$ cat src/rtl/array_2b_rw_arbiter.sv
// Single-port access controller for a 2^IDX_W x DATA_W masked SRAM: init sweep after reset,
// then read-priority arbitration against a one-entry coalescing write buffer with read bypass.
//
// state   | meaning
// --------+-----------------------------------------------------------
// ST_INIT | sweeping INIT_VAL into every entry, no requests accepted
// ST_RUN  | serving reads; buffered write drains on idle or forced
module array_2b_rw_arbiter #(
  parameter int                 IDX_W     = 8,
  parameter int                 DATA_W    = 2,
  parameter logic [DATA_W-1:0]  INIT_VAL  = DATA_W'(1),
  parameter int                 MAX_STALL = 4
) (
  input  logic              clock,
  input  logic              reset,
  output logic              init_done,
  input  logic              r_valid,
  output logic              r_ready,
  input  logic [IDX_W-1:0]  r_idx,
  output logic              resp_valid,
  output logic [DATA_W-1:0] resp_data,
  input  logic              w_valid,
  output logic              w_ready,
  input  logic [IDX_W-1:0]  w_idx,
  input  logic [DATA_W-1:0] w_data,
  output logic              sram_en,
  output logic              sram_wmode,
  output logic [IDX_W-1:0]  sram_addr,
  output logic              sram_wmask,
  output logic [DATA_W-1:0] sram_wdata,
  input  logic [DATA_W-1:0] sram_rdata
);

  localparam int DEPTH = 1 << IDX_W;
  localparam int SW    = $clog2(MAX_STALL + 1);
  localparam logic [IDX_W:0]  LAST_PTR  = (IDX_W + 1)'(DEPTH - 1);
  localparam logic [SW-1:0]   STALL_MAX = SW'(MAX_STALL);

  typedef enum logic {ST_INIT, ST_RUN} state_t;

  state_t              state_q, state_d;
  logic [IDX_W:0]      init_ptr_q;
  logic                buf_v_q;
  logic [IDX_W-1:0]    buf_idx_q;
  logic [DATA_W-1:0]   buf_data_q;
  logic [SW-1:0]       stall_q;
  logic                resp_v_q;
  logic                resp_byp_q;
  logic [DATA_W-1:0]   resp_byp_data_q;

  logic run, force_drain, r_fire, w_fire, drain;

  // Outputs are gated by reset so the reset cycle itself is quiet.
  assign run         = (state_q == ST_RUN) && !reset;
  assign force_drain = buf_v_q && (stall_q == STALL_MAX);
  assign r_ready     = run && !force_drain;
  assign r_fire      = r_valid && r_ready;
  assign drain       = run && buf_v_q && !r_fire;
  assign w_ready     = run && (!buf_v_q || drain || (w_idx == buf_idx_q));
  assign w_fire      = w_valid && w_ready;
  assign init_done   = run;

  always_comb begin
    state_d    = state_q;
    sram_en    = 1'b0;
    sram_wmode = 1'b0;
    sram_addr  = '0;
    sram_wdata = '0;
    if (!reset) begin
      case (state_q)
        ST_INIT: begin
          sram_en    = 1'b1;
          sram_wmode = 1'b1;
          sram_addr  = init_ptr_q[IDX_W-1:0];
          sram_wdata = INIT_VAL;
          if (init_ptr_q == LAST_PTR) state_d = ST_RUN;
        end
        ST_RUN: begin
          if (r_fire) begin
            sram_en   = 1'b1;
            sram_addr = r_idx;
          end else if (drain) begin
            sram_en    = 1'b1;
            sram_wmode = 1'b1;
            sram_addr  = buf_idx_q;
            sram_wdata = buf_data_q;
          end
        end
        default: state_d = ST_INIT;
      endcase
    end
  end

  assign sram_wmask = sram_wmode;

  always_ff @(posedge clock) begin
    if (reset) begin
      state_q         <= ST_INIT;
      init_ptr_q      <= '0;
      buf_v_q         <= 1'b0;
      buf_idx_q       <= '0;
      buf_data_q      <= '0;
      stall_q         <= '0;
      resp_v_q        <= 1'b0;
      resp_byp_q      <= 1'b0;
      resp_byp_data_q <= '0;
    end else begin
      state_q <= state_d;
      if (state_q == ST_INIT) init_ptr_q <= init_ptr_q + 1'b1;

      // A new write wins over drain: drain+accept leaves the new entry buffered.
      if (w_fire) begin
        buf_v_q    <= 1'b1;
        buf_idx_q  <= w_idx;
        buf_data_q <= w_data;
      end else if (drain) begin
        buf_v_q <= 1'b0;
      end

      if (drain || !buf_v_q)          stall_q <= '0;
      else if (stall_q != STALL_MAX)  stall_q <= stall_q + 1'b1;

      resp_v_q <= r_fire;
      if (r_fire) begin
        resp_byp_q      <= buf_v_q && (buf_idx_q == r_idx);
        resp_byp_data_q <= buf_data_q;
      end
    end
  end

  assign resp_valid = resp_v_q && !reset;
  assign resp_data  = !resp_valid ? '0 : (resp_byp_q ? resp_byp_data_q : sram_rdata);

endmodule

$ cat config.mk
export PLATFORM = sky130hd
export DESIGN_NAME = array_2b_rw_arbiter
export DESIGN_NICKNAME = d
export VERILOG_FILES = /design/src/rtl/array_2b_rw_arbiter.sv
export SDC_FILE = /design/constraint.sdc
export NUM_CORES = 1
export LEC_CHECK = 0
export ABC_AREA = 1
export CORE_AREA = 2 2 55 83
export CTS_CLUSTER_SIZE = 40
export DETAILED_ROUTE_END_ITERATION = 16
export DIE_AREA = 0 0 57 85
export HOLD_SLACK_MARGIN = 0.05
export PLACE_DENSITY_LB_ADDON = 0.15
export SYNTH_ARGS = -nofsm -noshare
export SYNTH_HDL_FRONTEND = slang
export SYNTH_SLANG_ARGS = --single-unit
$ cat constraint.sdc
create_clock -name clock -period 1.5 [get_ports clock]
set_input_delay 0.225 -clock clock [delete_from_list [all_inputs] [get_ports clock]]
set_output_delay 0.225 -clock clock [all_outputs]
set_load 0.1 [all_outputs]
==> results.ini, run 1 <==
[critical_path]
cpMaxStageDelayCell = dfxtp_2
cpLargestDelayFamily = buffers and inverters
cp_max_fo = 4
worstPathArrival_ns = 1.71
crit_path_end_kind = output port
regToRegSetupSlack_ns = -0.07
path_cells = inv_2 > ha_4 > nand3_4 > nand3_4 > nand2_4 > buf_6 > o211ai_1 > buf_12
crit_type = register to output port
critical_path_required_ns = 1.27
crit_top_cell = nand3_4
worst_setup_path_start_kind = register
cpPeakStageDelay_ns = 0.34
path_buf_inv = 3

[clock_tree]
cts_hold_buf = 0
cts-htree-levels = 1
root_buffer = clkbuf_8
insertion_delay_ns = 0.28
cts_tree = built
clkTransAtPathRegs_ns = 0.10
cts_buffer_depth = 2
clock_sinks = 28
cts_buffers = 3

[global_route]
grt_pass1_wl_mm = 8.87
first_global_vias = 2036
grt_max_degree = 16
antenna_found_initial = 0
grt_overflow = 0
grtUsageTotal_pct = 22.4

[synthesis]
yosysMostFrequentCell = nand2_1
syn-num-nets = 298
synthCells = 270
synth_top_flop_cell = dfxtp_1
async_reset_ff_share_pct = 0
synth_edf_count = 0
synth_top_area_cell = dfxtp_1
synth.avg_cell_area_um2 = 6.47
ys_ff_latch = 28
yosysSeqAreaShare_pct = 32.1
synth.distinct_cells = 32
synth_top_cell_area_share_pct = 32.1
yosysWarnings = 0
synth_common_cells = nand2_1 (73), inv_1 (32), dfxtp_1 (28), nor2_1 (28), a21oi_1 (15)
netlist_area_mm2 = 0.00175
synth_area_leaders = dfxtp_1 (32%), nand2_1 (16%), inv_1 (6.9%), nor2_1 (6.0%), a21oi_1 (4.3%)

[layout]
final_nets = 388
n_antenna_cell = 0
n_fill_cell = 300
area_delta_synth_final_pct = 82.1
drive_gt1_share_pct = 36.5
fin_cells = 405

[sta]
max_freq_mhz = 518
final_max_slew_viol_count = 0
setup_slack_ns = -0.431
worst_pin_slew_ns = 0.308
slew_headroom_pct = 79.4
setup_viol = 26
period_needed_ns = 1.93
rsz0062_at_grt = true
finClkSkew_ns = 0.00478
final-hold-violation-count = 0
finalCritPeriodShare_pct = 129

[route]
remaining_drc_errors = 0
viasPerCell = 4.96
drt_iter0_drc = 37
dr.pass1.iters = 4
detail-route-antenna-nets = 0
wl_per_cell_um = 13.3
routed_wl_mm = 5.37
vias = 2008

[outcome]
run_status = finished, violations left
failed_checks = setup timing

[die]
rows = 29
coreArea_mm2 = 0.00414
ios = 43
die_w_um = 57
initial_core_util_pct = 42.2
dieArea_mm2 = 0.00485
die_h_um = 85

[power_and_ir_drop]
finalPower_mw = 1.60
p_per_area_mw_per_mm2 = 502
irDropWorstVdd_mv = 0.572
leakagePower_nw = 1.36

[placed_design]
place_congestion = 0.789
io_buffers = 42
hpwl_mm = 3.73
dp_cells = 387

[worst_hold_path]
min-delay-path-class = input port to register

[run]
drv_cap = 0

==> report_power, final <==
group / internal, mW / switching [mW] / total [mW]
logic: 0.169 / 0.190 / 0.359
clock network: 0.236 / 0.245 / 0.481
registers: 0.751 / 0.00627 / 0.757
==> routing by layer <==
metal / part of all wire, % / GRT usage (%) / wire length, µm / vias to the layer above
met5: 0 / 0 / 0 / -
met2: 54 / 40.5 / 2920 / 45
met4: 1.6 / 7.19 / 84 / 0
li1: - / - / - / 1027
met1: 40 / 27.0 / 2170 / 928
met3: 3.7 / 2.74 / 199 / 8
==> worst reg2reg max path, delay by kind of cell, from the launching register on <==
kind                     cells  cell delay (ns)
buffers and inverters        2             0.24
AND/OR/NAND/NOR              6             0.53
adder cells (fa/ha/maj)      1             0.16
flip-flops                   1             0.35
AO/OA/AOI/OAI                1             0.24
==> cell families after synthesis <==
kind of cell,after synthesis,share of synthesized area (%)
adders and majority gates,4,2.87
AOI/OAI and AO/OA,37,11.8
DFF,28,32.1
xor gates and xnor gates,11,5.52
buffers and inverters,57,13.7
and+or+nand+nor,133,34.0
==> placed cells by master, fill, tap and decap left out, types with 3 or more instances in the layout <==
cell type / count
a31oi_4: 6
nand2_2: 3
dfxtp_2: 5
dfxtp_1: 23
clkinv_1: 9
nand2_1: 66
xnor2_1: 7
nor3_1: 5
nand3_4: 3
nand2_4: 5
inv_1: 25
xor2_1: 4
buf_4: 47
inv_2: 6
a21oi_4: 4
buf_12: 21
nand4_1: 11
buf_6: 4
o21ai_0: 8
nand3_1: 5
nor2_1: 27
clkdlybuf4s50_1: 22
a21oi_2: 3
clkbuf_8: 4
a21oi_1: 9
==> flip-flops by register name, summed over array words and instances, names as in the netlist <==
name             count
init_ptr_q           9
buf_idx_q            8
stall_q              3
buf_data_q           2
resp_byp_data_q      2
buf_v_q              1
resp_byp_q           1
resp_v_q             1
state_q              1
==> final cells by class <==
type	count	area, µm²	share of cell area (%)
multi-input combinational	185	1240	38.9
timing repair buffer	97	1070	33.8
sequential	28	567	17.8
inverter	45	189	5.94
tap	46	57.6	1.81
clock buffer	4	55.1	1.73
==> metrics by stage <==
| stage | instance area, µm² | utilization [%] | TNS [ns] | setup WS (ns) | hold slack, ns |
|---|---|---|---|---|---|
| after floorplan | 1970 | - | -7.75 | -1.00 | 0.422 |
| after global placement | 2850 | 68.9 | -11.91 | -0.504 | 0.449 |
| after detailed placement | 2850 | 68.9 | -12.59 | -0.507 | 0.463 |
| after CTS | 3150 | 76.2 | -6.47 | -0.444 | 0.464 |
| after global routing | 3180 | 76.9 | -8.88 | -0.534 | 0.450 |
| final | 3180 | 76.9 | -6.34 | -0.431 | 0.428 |
==> what timing repair did <==
item	4_1_cts	5_1_grt
gates resized for setup	43	4
setup buffers	11	4
setup endpoints to repair	31	31
pin swaps	17	5
==> path summary, 6_finish.rpt <==
path | start | end | cells after the start
setup reg to reg | stall_q[0] | buf_data_q[1] | 10
hold reg to reg | init_ptr_q[5] | init_ptr_q[5] | 2
hold / removal | reset | state_q | 4
setup / recovery | stall_q[0] | sram_addr[5] | 8
Power figures use the tool's default switching activity.
==> run 2: changes to the inputs <==
--- a/config.mk
+++ b/config.mk
@@ -6,10 +6,12 @@
 export NUM_CORES = 1
 export LEC_CHECK = 0
 export ABC_AREA = 1
-export CORE_AREA = 2 2 55 83
+export CELL_PAD_IN_SITES_DETAIL_PLACEMENT = 0
+export CELL_PAD_IN_SITES_GLOBAL_PLACEMENT = 1
+export CORE_AREA = 2 2 66 99
 export CTS_CLUSTER_SIZE = 40
 export DETAILED_ROUTE_END_ITERATION = 16
-export DIE_AREA = 0 0 57 85
+export DIE_AREA = 0 0 68 101
 export HOLD_SLACK_MARGIN = 0.05
 export PLACE_DENSITY_LB_ADDON = 0.15
 export SYNTH_ARGS = -nofsm -noshare
==> run 2 against run 1 <==
Effect of this change: the run still ends with setup timing left; first-iteration DRC count fell by 11%; final cell count rose by 7.7%; worst setup slack lost 0.023 ns; clock power up 3%; core utilization shrank 22 points; via count is 2.0% lower; sequential share of layout area fell by 0.66 points; critical endpoint is now sram_addr[1]; highest routed layer unchanged.
==> results.ini, run 2 (synthesis gave the netlist of run 1 again) <==
[die]
coreArea_mm2 = 0.00604  ; +46%
die_h_um = 101  ; +19%
die_w_um = 68  ; +19%
ios = 43  ; unchanged
dieArea_mm2 = 0.00687  ; +42%
initial_core_util_pct = 28.9  ; -13 points
rows = 35  ; +21%

[critical_path]
worstPathArrival_ns = 1.73  ; +0.02 ns
critical_path_required_ns = 1.27  ; about the same
cpMaxStageDelayCell = dfxtp_2
crit_type = register to output port
crit_path_end_kind = output port
worst_setup_path_start_kind = register
crit_top_cell = nand3_4
path_buf_inv = 3  ; unchanged
path_cells = inv_2 > ha_4 > nand3_4 > nand3_4 > nand2_4 > clkinvlp_4 > nand2_2 > a31oi_4 > buf_12
cpPeakStageDelay_ns = 0.36  ; +0.02 ns
cp_max_fo = 7  ; +3
cpLargestDelayFamily = buffers and inverters

[power_and_ir_drop]
leakagePower_nw = 1.35  ; -0.46%
p_per_area_mw_per_mm2 = 484  ; -3.6%
irDropWorstVdd_mv = 0.249  ; -56%

[clock_tree]
root_buffer = clkbuf_8
cts_hold_buf = 0  ; unchanged
cts_buffers = 3  ; unchanged
insertion_delay_ns = 0.28  ; about the same
cts_buffer_depth = 2  ; unchanged
clock_sinks = 28  ; unchanged
clkTransAtPathRegs_ns = 0.11  ; about the same
cts-htree-levels = 1  ; unchanged
cts_tree = built

[layout]
n_antenna_cell = 0  ; unchanged
largest_registers = init_ptr_q x9, buf_idx_q x8, stall_q x3
largest_register = init_ptr_q
n_fill_cell = 583  ; +94%
area_delta_synth_final_pct = 89.5
largest_reg_flops = 9  ; unchanged
final_cell_mix = nand2_1 (62), buf_4 (45), nor2_1 (26), inv_1 (25)
drive_gt1_share_pct = 40.1  ; +3.6 points
final_common_cell = nand2_1
final_nets = 391  ; +0.77%
utilization_pct = 54.8  ; -22 points

[placed_design]
dp_slack_ns = -0.577  ; -0.0699 ns
io_buffers = 42  ; unchanged
place_congestion = 0.698  ; -11%
hpwl_mm = 4.15  ; +11%

[route]
vias = 1967  ; -2.0%
viasPerCell = 4.51  ; -9.0%
dr.pass1.iters = 4  ; unchanged
drt_iter0_drc = 33  ; -11%
remaining_drc_errors = 0  ; unchanged
routed_wl_mm = 5.67  ; +5.5%
wl_per_cell_um = 13.0  ; -2.0%
detail-route-antenna-nets = 0  ; unchanged

[sta]
rsz0062_at_grt = true
final_max_slew_viol_count = 0  ; unchanged
final-hold-violation-count = 0  ; unchanged
slew_headroom_pct = 80.2  ; +0.82 points
max_freq_mhz = 512  ; -1.2%
fin_tns_setup_ns = -9.41  ; -3.07 ns
worst_pin_slew_ns = 0.296  ; -0.0122 ns
finClkSkew_ns = 0.00150  ; -0.00328 ns
period_needed_ns = 1.95  ; +0.0232 ns
setup_slack_ns = -0.454  ; -0.0232 ns
finalCritPeriodShare_pct = 130  ; +1.5 points
setup_viol = 31  ; +19%

[global_route]
grtUsageTotal_pct = 17.6  ; -4.8 points
antenna_found_initial = 0  ; unchanged
grt_max_degree = 16  ; unchanged
first_global_vias = 1971  ; -3.2%
grt_overflow = 0  ; unchanged
grt_pass1_wl_mm = 9.11  ; +2.8%

[outcome]
run_status = finished, violations left
failed_checks = setup timing

[worst_hold_path]
min-delay-path-class = input port to register

[run]
drv_cap = 0  ; unchanged

-- run 2: metrics by stage --
step	cell area (µm²)	hold slack, ns	power [mW]	std cells
after detailed placement	2890	0.458	1.10	415
after global placement	2890	0.451	1.09	415
final	3310	0.394	1.60	436
after CTS	3220	0.382	1.63	432
after global routing	3310	0.393	1.67	436
after floorplan	1970	0.422	0.943	270
-- run 2: repair_timing --
action | 4_1_cts | 5_1_grt
buffers inserted | 11 | 5
setup endpoints to repair | 36 | 34
gates resized for setup | 48 | 20
cloned | 2 | 0
pin swaps | 5 | 7
-- run 2: power breakdown --
part           switching (mW)  internal (mW)
Clock                   0.262          0.236
Combinational           0.187          0.165
Sequential            0.00346          0.751
Total                   0.452           1.15
-- run 2: final timing paths --
kind                       from       endpoint  slack [ns]  cells after the start
setup / recovery     stall_q[1]   sram_addr[1]       -0.45                      9
hold / removal            reset        state_q        0.39                      4
setup reg to reg     stall_q[1]  buf_data_q[1]       -0.30                     13
hold reg to reg   init_ptr_q[5]  init_ptr_q[5]        0.48                      2
-- run 2: layout make-up --
type | count | area (µm²) | share of cell area (%)
inverter | 45 | 191 | 5.78
clock buffer | 4 | 55.1 | 1.66
timing repair buffer | 99 | 1100 | 33.1
sequential | 28 | 568 | 17.2
tap | 74 | 92.6 | 2.80
multi-input combinational | 186 | 1310 | 39.5
-- run 2: layer usage --
metal | GRT usage, % | wire [µm] | up-vias
li1 | - | - | 1034
met1 | 20.3 | 2370 | 899
met2 | 32.6 | 3060 | 28
met3 | 2.01 | 153 | 6
met4 | 5.23 | 84 | 0
met5 | 0 | 0 | -
-- run 2: worst register-to-register path: cells and delay by family (launching register included) --
family / cells / cell delay [ns]
DFF: 1 / 0.36
adders and majority gates: 1 / 0.16
AOI/OAI and AO/OA: 1 / 0.18
and+or+nand+nor: 6 / 0.46
buffers and inverters: 5 / 0.58
